File: src/rtl/mul_pkg.sv
// mul_pkg: shared flag, rounding-mode and format definitions for the FP multiplier pack stage.
package mul_pkg;
  localparam int SIGN_W = 1;
  localparam int EXPO_W_DEF = 8;
  localparam int MANT_W_DEF = 23;
  localparam int EMAX = 2 ** EXPO_W_DEF - 1;
  localparam int RES_W = SIGN_W + EXPO_W_DEF + MANT_W_DEF;
  localparam int FLG_NV = 4;
  localparam int FLG_DZ = 3;
  localparam int FLG_OF = 2;
  localparam int FLG_UF = 1;
  localparam int FLG_NX = 0;
  typedef enum logic [1:0] {
    RND_RTZ = 2'b00,
    RND_RDN = 2'b01,
    RND_RUP = 2'b10,
    RND_RNE = 2'b11
  } rnd_t;
  typedef struct packed {
    logic nv;
    logic dz;
    logic of;
    logic uf;
    logic nx;
  } fp_flags_t;
  function automatic int res_w(input int expo_w, input int mant_w);
    return SIGN_W + expo_w + mant_w;
  endfunction
endpackage

File: src/rtl/mul_pack_cls.sv
// mul_pack_cls: classifies the rounded result and packs it into IEEE-754 with its exception flags.
module mul_pack_cls
  import mul_pkg::*;
#(
  parameter int EXPO_W = EXPO_W_DEF,
  parameter int MANT_W = MANT_W_DEF
) (
  input  logic                       sign_1,
  input  logic [EXPO_W+1:0]          expo_3,
  input  logic [MANT_W-1:0]          mant_3,
  input  logic                       inexact_rnd,
  input  logic [1:0]                 rnd,
  input  logic                       is_nan,
  input  logic                       is_inv,
  input  logic                       is_inf,
  input  logic                       is_zero,
  output logic [res_w(EXPO_W, MANT_W)-1:0] res,
  output fp_flags_t                  flags
);
  logic neg, ovf, away;
  // Bit EXPO_W+1 is the sign of the exponent; a non-negative value at or above all-ones overflows.
  assign neg  = expo_3[EXPO_W+1];
  assign ovf  = !neg && (expo_3 >= {2'b00, {EXPO_W{1'b1}}});
  assign away = (rnd == RND_RUP && !sign_1) || (rnd == RND_RDN && sign_1);
  always_comb begin
    flags = '0;
    res = {sign_1, expo_3[EXPO_W-1:0], mant_3};
    if (is_nan || is_inv) begin
      res = {1'b0, {EXPO_W{1'b1}}, 1'b1, {(MANT_W-1){1'b0}}};
      flags.nv = is_inv;
    end else if (is_inf) begin
      res = {sign_1, {EXPO_W{1'b1}}, {MANT_W{1'b0}}};
    end else if (is_zero) begin
      res = {sign_1, {(EXPO_W+MANT_W){1'b0}}};
    end else if (ovf) begin
      flags.of = 1'b1;
      flags.nx = 1'b1;
      res = (away || rnd == RND_RNE) ? {sign_1, {EXPO_W{1'b1}}, {MANT_W{1'b0}}}
                                     : {sign_1, {(EXPO_W-1){1'b1}}, 1'b0, {MANT_W{1'b1}}};
    end else if (neg) begin
      flags.uf = 1'b1;
      flags.nx = 1'b1;
      res = away ? {sign_1, {(EXPO_W+MANT_W-1){1'b0}}, 1'b1} : {sign_1, {(EXPO_W+MANT_W){1'b0}}};
    end else if (expo_3 == '0) begin
      flags.uf = inexact_rnd;
      flags.nx = inexact_rnd;
    end else begin
      flags.nx = inexact_rnd;
    end
  end
endmodule

File: src/rtl/mul_pack.sv
// mul_pack: output register stage of the FP multiplier with valid/ready handshake and sticky fflags.
module mul_pack
  import mul_pkg::*;
#(
  parameter int SIGN_W_P = SIGN_W,
  parameter int EXPO_W = EXPO_W_DEF,
  parameter int MANT_W = MANT_W_DEF
) (
  input  logic                              clk,
  input  logic                              rst,
  input  logic                              in_valid,
  output logic                              in_ready,
  input  logic [SIGN_W_P-1:0]               sign_1,
  input  logic [EXPO_W+1:0]                 expo_3,
  input  logic [MANT_W-1:0]                 mant_3,
  input  logic                              inexact_rnd,
  input  logic [1:0]                        rnd,
  input  logic                              is_nan,
  input  logic                              is_inv,
  input  logic                              is_inf,
  input  logic                              is_zero,
  output logic                              out_valid,
  input  logic                              out_ready,
  output logic [SIGN_W_P+EXPO_W+MANT_W-1:0] res,
  output logic [4:0]                        flags,
  output logic [4:0]                        fflags,
  input  logic                              fflags_clr
);
  logic [SIGN_W_P+EXPO_W+MANT_W-1:0] nres;
  fp_flags_t nflags;
  logic load, done;
  assign in_ready = !out_valid || out_ready;
  assign load = in_valid && in_ready;
  assign done = out_valid && out_ready;
  mul_pack_cls #(.EXPO_W(EXPO_W), .MANT_W(MANT_W)) u_cls (
    .sign_1(sign_1[0]), .expo_3(expo_3), .mant_3(mant_3), .inexact_rnd(inexact_rnd), .rnd(rnd),
    .is_nan(is_nan), .is_inv(is_inv), .is_inf(is_inf), .is_zero(is_zero),
    .res(nres), .flags(nflags)
  );
  always_ff @(posedge clk) begin
    if (rst) begin
      out_valid <= 1'b0;
      res <= '0;
      flags <= '0;
      fflags <= '0;
    end else begin
      if (load) begin
        out_valid <= 1'b1;
        res <= nres;
        flags <= nflags;
      end else if (out_ready) begin
        out_valid <= 1'b0;
      end
      fflags <= (fflags_clr ? 5'd0 : fflags) | (done ? flags : 5'd0);
    end
  end
endmodule
File: config.mk
export PLATFORM = sky130hd
export DESIGN_NAME = mul_pack
export DESIGN_NICKNAME = d
export VERILOG_FILES = /design/src/rtl/mul_pkg.sv /design/src/rtl/mul_pack_cls.sv /design/src/rtl/mul_pack.sv
export SDC_FILE = /design/constraint.sdc
export NUM_CORES = 1
export LEC_CHECK = 0
export CAP_MARGIN = 15
export CORE_UTILIZATION = 48
export DETAILED_ROUTE_END_ITERATION = 8
export PLACE_DENSITY = 0.92
export SYNTH_ARGS = -nofsm -noshare
export SYNTH_HDL_FRONTEND = slang
export SYNTH_HIERARCHICAL = 1
export SYNTH_SLANG_ARGS = --single-unit
File: constraint.sdc
create_clock -name clk -period 2.95 [get_ports clk]
set_clock_uncertainty 0.05 [all_clocks]
set_input_delay 0.4425 -clock clk [delete_from_list [all_inputs] [get_ports clk]]
set_output_delay 0.4425 -clock clk [all_outputs]
set_load 0.02 [all_outputs]
Yosys cells after proc, flatten, opt, wreduce, memory -nomap -nowiden. Cells that the tools add are included.

Add/subtract/negate cells: 0. $mul: 0. Divide/modulo/power cells: 0. Order comparisons: 1. Equal/unequal tests: 3. Shift operators: 0. Mux-type cells: 20. Bitwise logic cells: 1. Reductions and logical operators: 14.

Operator list (number): 31-bit 2-to-1 mux (4); 32-bit 2-to-1 mux (1); 24-bit 2-to-1 mux (1); 10-bit by 8-bit >= comparator with 1-bit output, second input constant (1); 10-bit zero test (1); 5-bit 2-to-1 mux (2); 3-bit 2-to-1 mux (3); 1-bit 2-to-1 mux (8); 1-bit logical AND (5); 5-bit bitwise OR (1); 2-bit equality test, second input constant (2); 1-bit logical OR (4); 1-bit zero test (3); 2-bit by 1-bit equality test with 1-bit output, second input constant (1); 2-bit 2-to-1 mux (1); 2-bit nonzero test (1).

Register bits after elaboration: 42. Latch bits: 0. RAM bits: 0. Bits in read-only memories: 0. Input port bits: 46. Logic and storage cells: 43. Memories kept: 0.

Logic depth before layout (Yosys ltp).
Word-level depth: 9. Gate-level depth with buffers: 9.

Cells and area by module. Netlist, hierarchy kept.

Modules (own cells, without submodules): mul_pack (times used 1, cells each 189, area an instance 1800.5 um2, sequential area each 860.8 um2); mul_pack_cls (times used 1, cells each 76, area an instance 551.8 um2, sequential area each 0.0 um2).

Worst setup path before layout. Ideal clock, no wire load.

Kind: input to register. Start: input port expo_3[9]. End: register res[10]. Library setup time: 0.132 ns. Arrival time: 1.463 ns. Slack: 1.305 ns. Cell stages on the path: 8. Cells stage by stage: buf_6 or2_1 buf_6 o21bai_4 buf_6 o21a_1 nand3_1 a21oi_1.

Word-level cells in the longest chain between the ends: 6. Elaborated cells on any way between the ends: 8. Classes of those cells: 1 x order compare; 5 x mux; 2 x reduce/logical.

RTL lines: start: declaration (line mul_pack.sv:14) `input logic [EXPO_W+1:0] expo_3,`; 10-bit by 8-bit >= comparator with 1-bit output / 1-bit zero test (equally long branches) (line mul_pack_cls.sv:23) `assign ovf = !neg && (expo_3 >= {2'b00, {EXPO_W{1'b1}}});`; 1-bit logical AND (line mul_pack_cls.sv:23); 31-bit 2-to-1 mux * (line mul_pack_cls.sv:35) `end else if (ovf) begin`; 31-bit 2-to-1 mux * (line mul_pack_cls.sv:33) `end else if (is_zero) begin`; 31-bit 2-to-1 mux * (line mul_pack_cls.sv:31) `end else if (is_inf) begin`; 32-bit 2-to-1 mux * (line mul_pack_cls.sv:28) `if (is_nan || is_inv) begin`; via nres[10] (line mul_pack.sv:29) `logic [SIGN_W_P+EXPO_W+MANT_W-1:0] nres;`; end signal: assignment (line mul_pack.sv:49) `res <= nres;`; end: declaration (line mul_pack.sv:24) `output logic [SIGN_W_P+EXPO_W+MANT_W-1:0] res,`.

Mark *: on every way through the listed nets, which the timed path passes. The rest lies on a longest branch. A chain may end at the register's enable or synchronous reset.

Worst setup path in the final report.
Start: input port out_ready. End: output port in_ready.

Word-level cells in the longest chain between the ends: 1.

RTL lines: start: declaration (line mul_pack.sv:23) `input logic out_ready,`; 1-bit logical OR (line mul_pack.sv:32) `assign in_ready = !out_valid || out_ready;`; end: declaration (line mul_pack.sv:12) `output logic in_ready,`.

Every way passes these cells.

==> impl_results.md <==
- PortBufs: 89
- Design area: 3280 um2
- Slew headroom: 46.8%
- Register share of total power: 48.5%
- Worst setup EP type: output port
- Grt ovf: 0
- Core area: 4720 um2
- Sw Ratio: 25.9%
- Final GP Congestion: 0.820
- Skew-Pair Late Insertion Delay: 0.30 ns
- I/O pin cnt: 90
- Status: complete, no violations
- Top sig layer: met4
- HPWL Detailed: 3910 um
- Wire per inst: 13.8 um
- CP startpoint kind: primary input
- Mapped Avg Cell Area: 8.88 um2
- Clock Sink Count: 43
- DR WL met3: 342 um
- Starting density of the core: 49.8%
- Synth warn: 6
- Hold_buf cts: 0
- First-pass GRT wire length: 9370 um
- Area growth syn-to-layout: 39.5%
- Via-to-Cell Ratio: 5.39
- Comb power frac: 18.4%
- Int Pwr: 924 uW
- Post-synthesis sequential area ratio: 36.6%
- Switching power of the nets: 322 uW
- Die width: 72.0 um
- Drt pass-1 iters: 6
- Endpoints failing hold: 0
- Leak: 1.14 nW
- Syn nets: 311
- Gr usage total: 22.9%
- Critical Path Start: out_ready
- Resize count post-CTS: 0
- Critical Path RT: 2.46 ns
- Pwr Density: 380 nW/um2
- DIE HEIGHT: 72.0 um
- Fin crit share: 77.8%
- # diodes: 0
- Maxcap violations: 0
- Fmax: 435 MHz
- Initial DRC Count: 196
- Largest net degree at the start of global routing: 76
- Post-DRT Antenna Nets: 0
- Drt drc: 0
- Share of layout cells above drive strength 1: 17.7%
- Worst-Margin Slew: 0.792 ns
- Slew Viols, Final: 0
- Worst vdd ir: 0.399 mV
- Post-CTS Setup Repair Bufs: 0
- Placed standard-cell area: 3180 um2
- Vias: 2190
- Core Rows: 25
- Pre-CTS WS: 0.547 ns
- Synth Instances: 265
- Die area: 5180 um2
- CTS buffer count: 5
- Finished Core Util: 69.5%
- CTS root buf: clkbuf_8
- Critical path class: primary input to output port
- Clock power share: 33.1%
- Met2 WL: 2750 um
- CP max stage cell: clkdlybuf4s50_1
- Setup TNS Final: 0 ns
- Hold crit path type: register to register
- CP max stage delay: 0.61 ns
- RSZ-0062 raised after global routing: false
- Most Frequent Cell on Critical Path: clkdlybuf4s50_1
- Maximum root-to-sink buffer count: 2
- Register clock-pin slew on the reported worst setup and hold paths: 0.08 ns
- Netlist cell types: 34
- Fin crit period: 2.30 ns
- Final Worst Setup Slack: 0.654 ns
- CTS H-tree lvls: 2
- Post-Route WL: 5580 um
- Worst hold path startpoint: fflags[4]
- WL met1: 2420 um
- Vias in the first global route: 2035
- CP Cell Sequence: clkdlybuf4s50_1 -> nand2b_4 -> clkdlybuf4s50_1
- Yosys reg bits: 43
- Reg2Reg Launch Point: out_valid
- Synthesized area: 2350 um2
- Initial antenna violation count: 0
- Final net count: 384
- Setup-failing EPs final: 0
- Crit-path max FO: 6
- CTS tree: done
- Worst Path Arrival: 1.80 ns
-- stage by stage --
step | cells | hold slack [ns] | power [mW]
floorplan | 265 | 0.540 | 0.741
global placement | 398 | 0.422 | 0.844
detailed placement | 398 | 0.423 | 0.848
CTS | 406 | 0.443 | 1.26
global route | 406 | 0.490 | 1.30
finish | 406 | 0.440 | 1.25
-- flip-flops by register name (all words and copies together), names as in the netlist --
name	flops
fflags	5
flags	5
out_valid	1
res	32
-- Yosys cell counts (all sizes together) --
cell type   n  area share [%]
o21ai       7             1.5
o31a        1            0.43
or2         1            0.27
buf        20             6.6
or3b        1            0.37
clkbuf      9             1.4
a21bo      37              16
nor3        1            0.21
nor4b       1            0.37
o21a       21             6.7
a32oi       5             1.9
conb        1            0.16
o41ai       2            0.74
dfxtp      43              37
nand2b      1            0.58
a211oi      1            0.85
inv         4            0.64
mux2i       2             1.0
a21oi      38             8.1
and2        2            0.53
nand3      37             7.9
nand2       8             1.3
a31oi       2            0.53
nand4       2             1.1
nor4        1            0.27
o21bai      2             1.6
nor2       13             2.1
nor3b       1            0.32
nand3b      1            0.32
-- logic make-up (layout without fill, tap and decap cells) --
family,count (synthesis),in the layout,share of synthesized area (%)
flip-flops,43,43,36.6
buffers and inverters,33,107,8.67
multiplexers,2,2,1.01
AO/OA/AOI/OAI,116,116,38.0
AND/OR/NAND/NOR,70,70,15.5
other,1,1,0.159
-- worst paths after layout --
check         endpoint  slack, ns  depth (start not counted)
max           in_ready       0.65                          3
min          fflags[4]       0.44                          2
max reg2reg    res[28]       1.38                          4
min reg2reg  fflags[4]       0.44                          2
-- power by group through the flow --
stage / clock, mW / combinational (mW) / sequential (mW)
5_1_grt: 0.443 / 0.247 / 0.606
2_1_floorplan: 0 / 0.106 / 0.635
3_5_place_dp: 0 / 0.230 / 0.618
4_1_cts: 0.424 / 0.230 / 0.604
6_report: 0.412 / 0.230 / 0.604
3_3_place_gp: 0 / 0.227 / 0.617
-- per-layer routing --
layer,vias to the layer above,GRT usage [%]
met5,-,0
li1,1097,-
met3,6,4.86
met1,1014,30.2
met4,0,7.19
met2,73,37.7
-- cells in the final DEF (no fill, tap or decap) --
cell type / Yosys / layout
nor2_1: 13 / 13
conb_1: 1 / 1
nand2_1: 8 / 8
o31a_2: 1 / 1
nor3_1: 1 / 1
mux2i_2: 1 / 1
a21bo_2: 36 / 36
a211oi_4: 1 / 1
a31oi_1: 2 / 2
a21oi_1: 38 / 38
o21ai_0: 7 / 7
nor4_1: 1 / 1
a32oi_1: 5 / 5
nand3b_1: 1 / 1
nor4b_1: 1 / 1
buf_2: 4 / 1
clkinvlp_4: 0 / 1
o41ai_1: 2 / 2
a21bo_1: 1 / 1
and2_1: 2 / 2
nand2b_4: 1 / 1
or3b_2: 1 / 1
or2_1: 1 / 1
nor3b_1: 1 / 1
dfxtp_1: 43 / 43
mux2i_1: 1 / 1
o21bai_4: 2 / 2
inv_1: 4 / 4
o21a_1: 21 / 21
clkdlybuf4s50_1: 0 / 88
nand3_1: 37 / 37
nand4_2: 2 / 2
buf_4: 4 / 6
clkbuf_8: 0 / 7
-- worst max-delay path, delay by kind of cell --
kind / cells / cell delay [ns]
buffers and inverters: 2 / 1.19
and+or+nand+nor: 1 / 0.17
-- area by class of cell --
cell class                 instances  area [um2]
inverter                           4        15.0
timing repair buffer              95         931
tap                               67        83.8
clock inverter                     1        7.51
clock buffer                       7        96.3
fill                             410        1440
sequential                        43         861
multi-input combinational        189        1290
No activity file was read; power rests on OpenSTA's default activity.
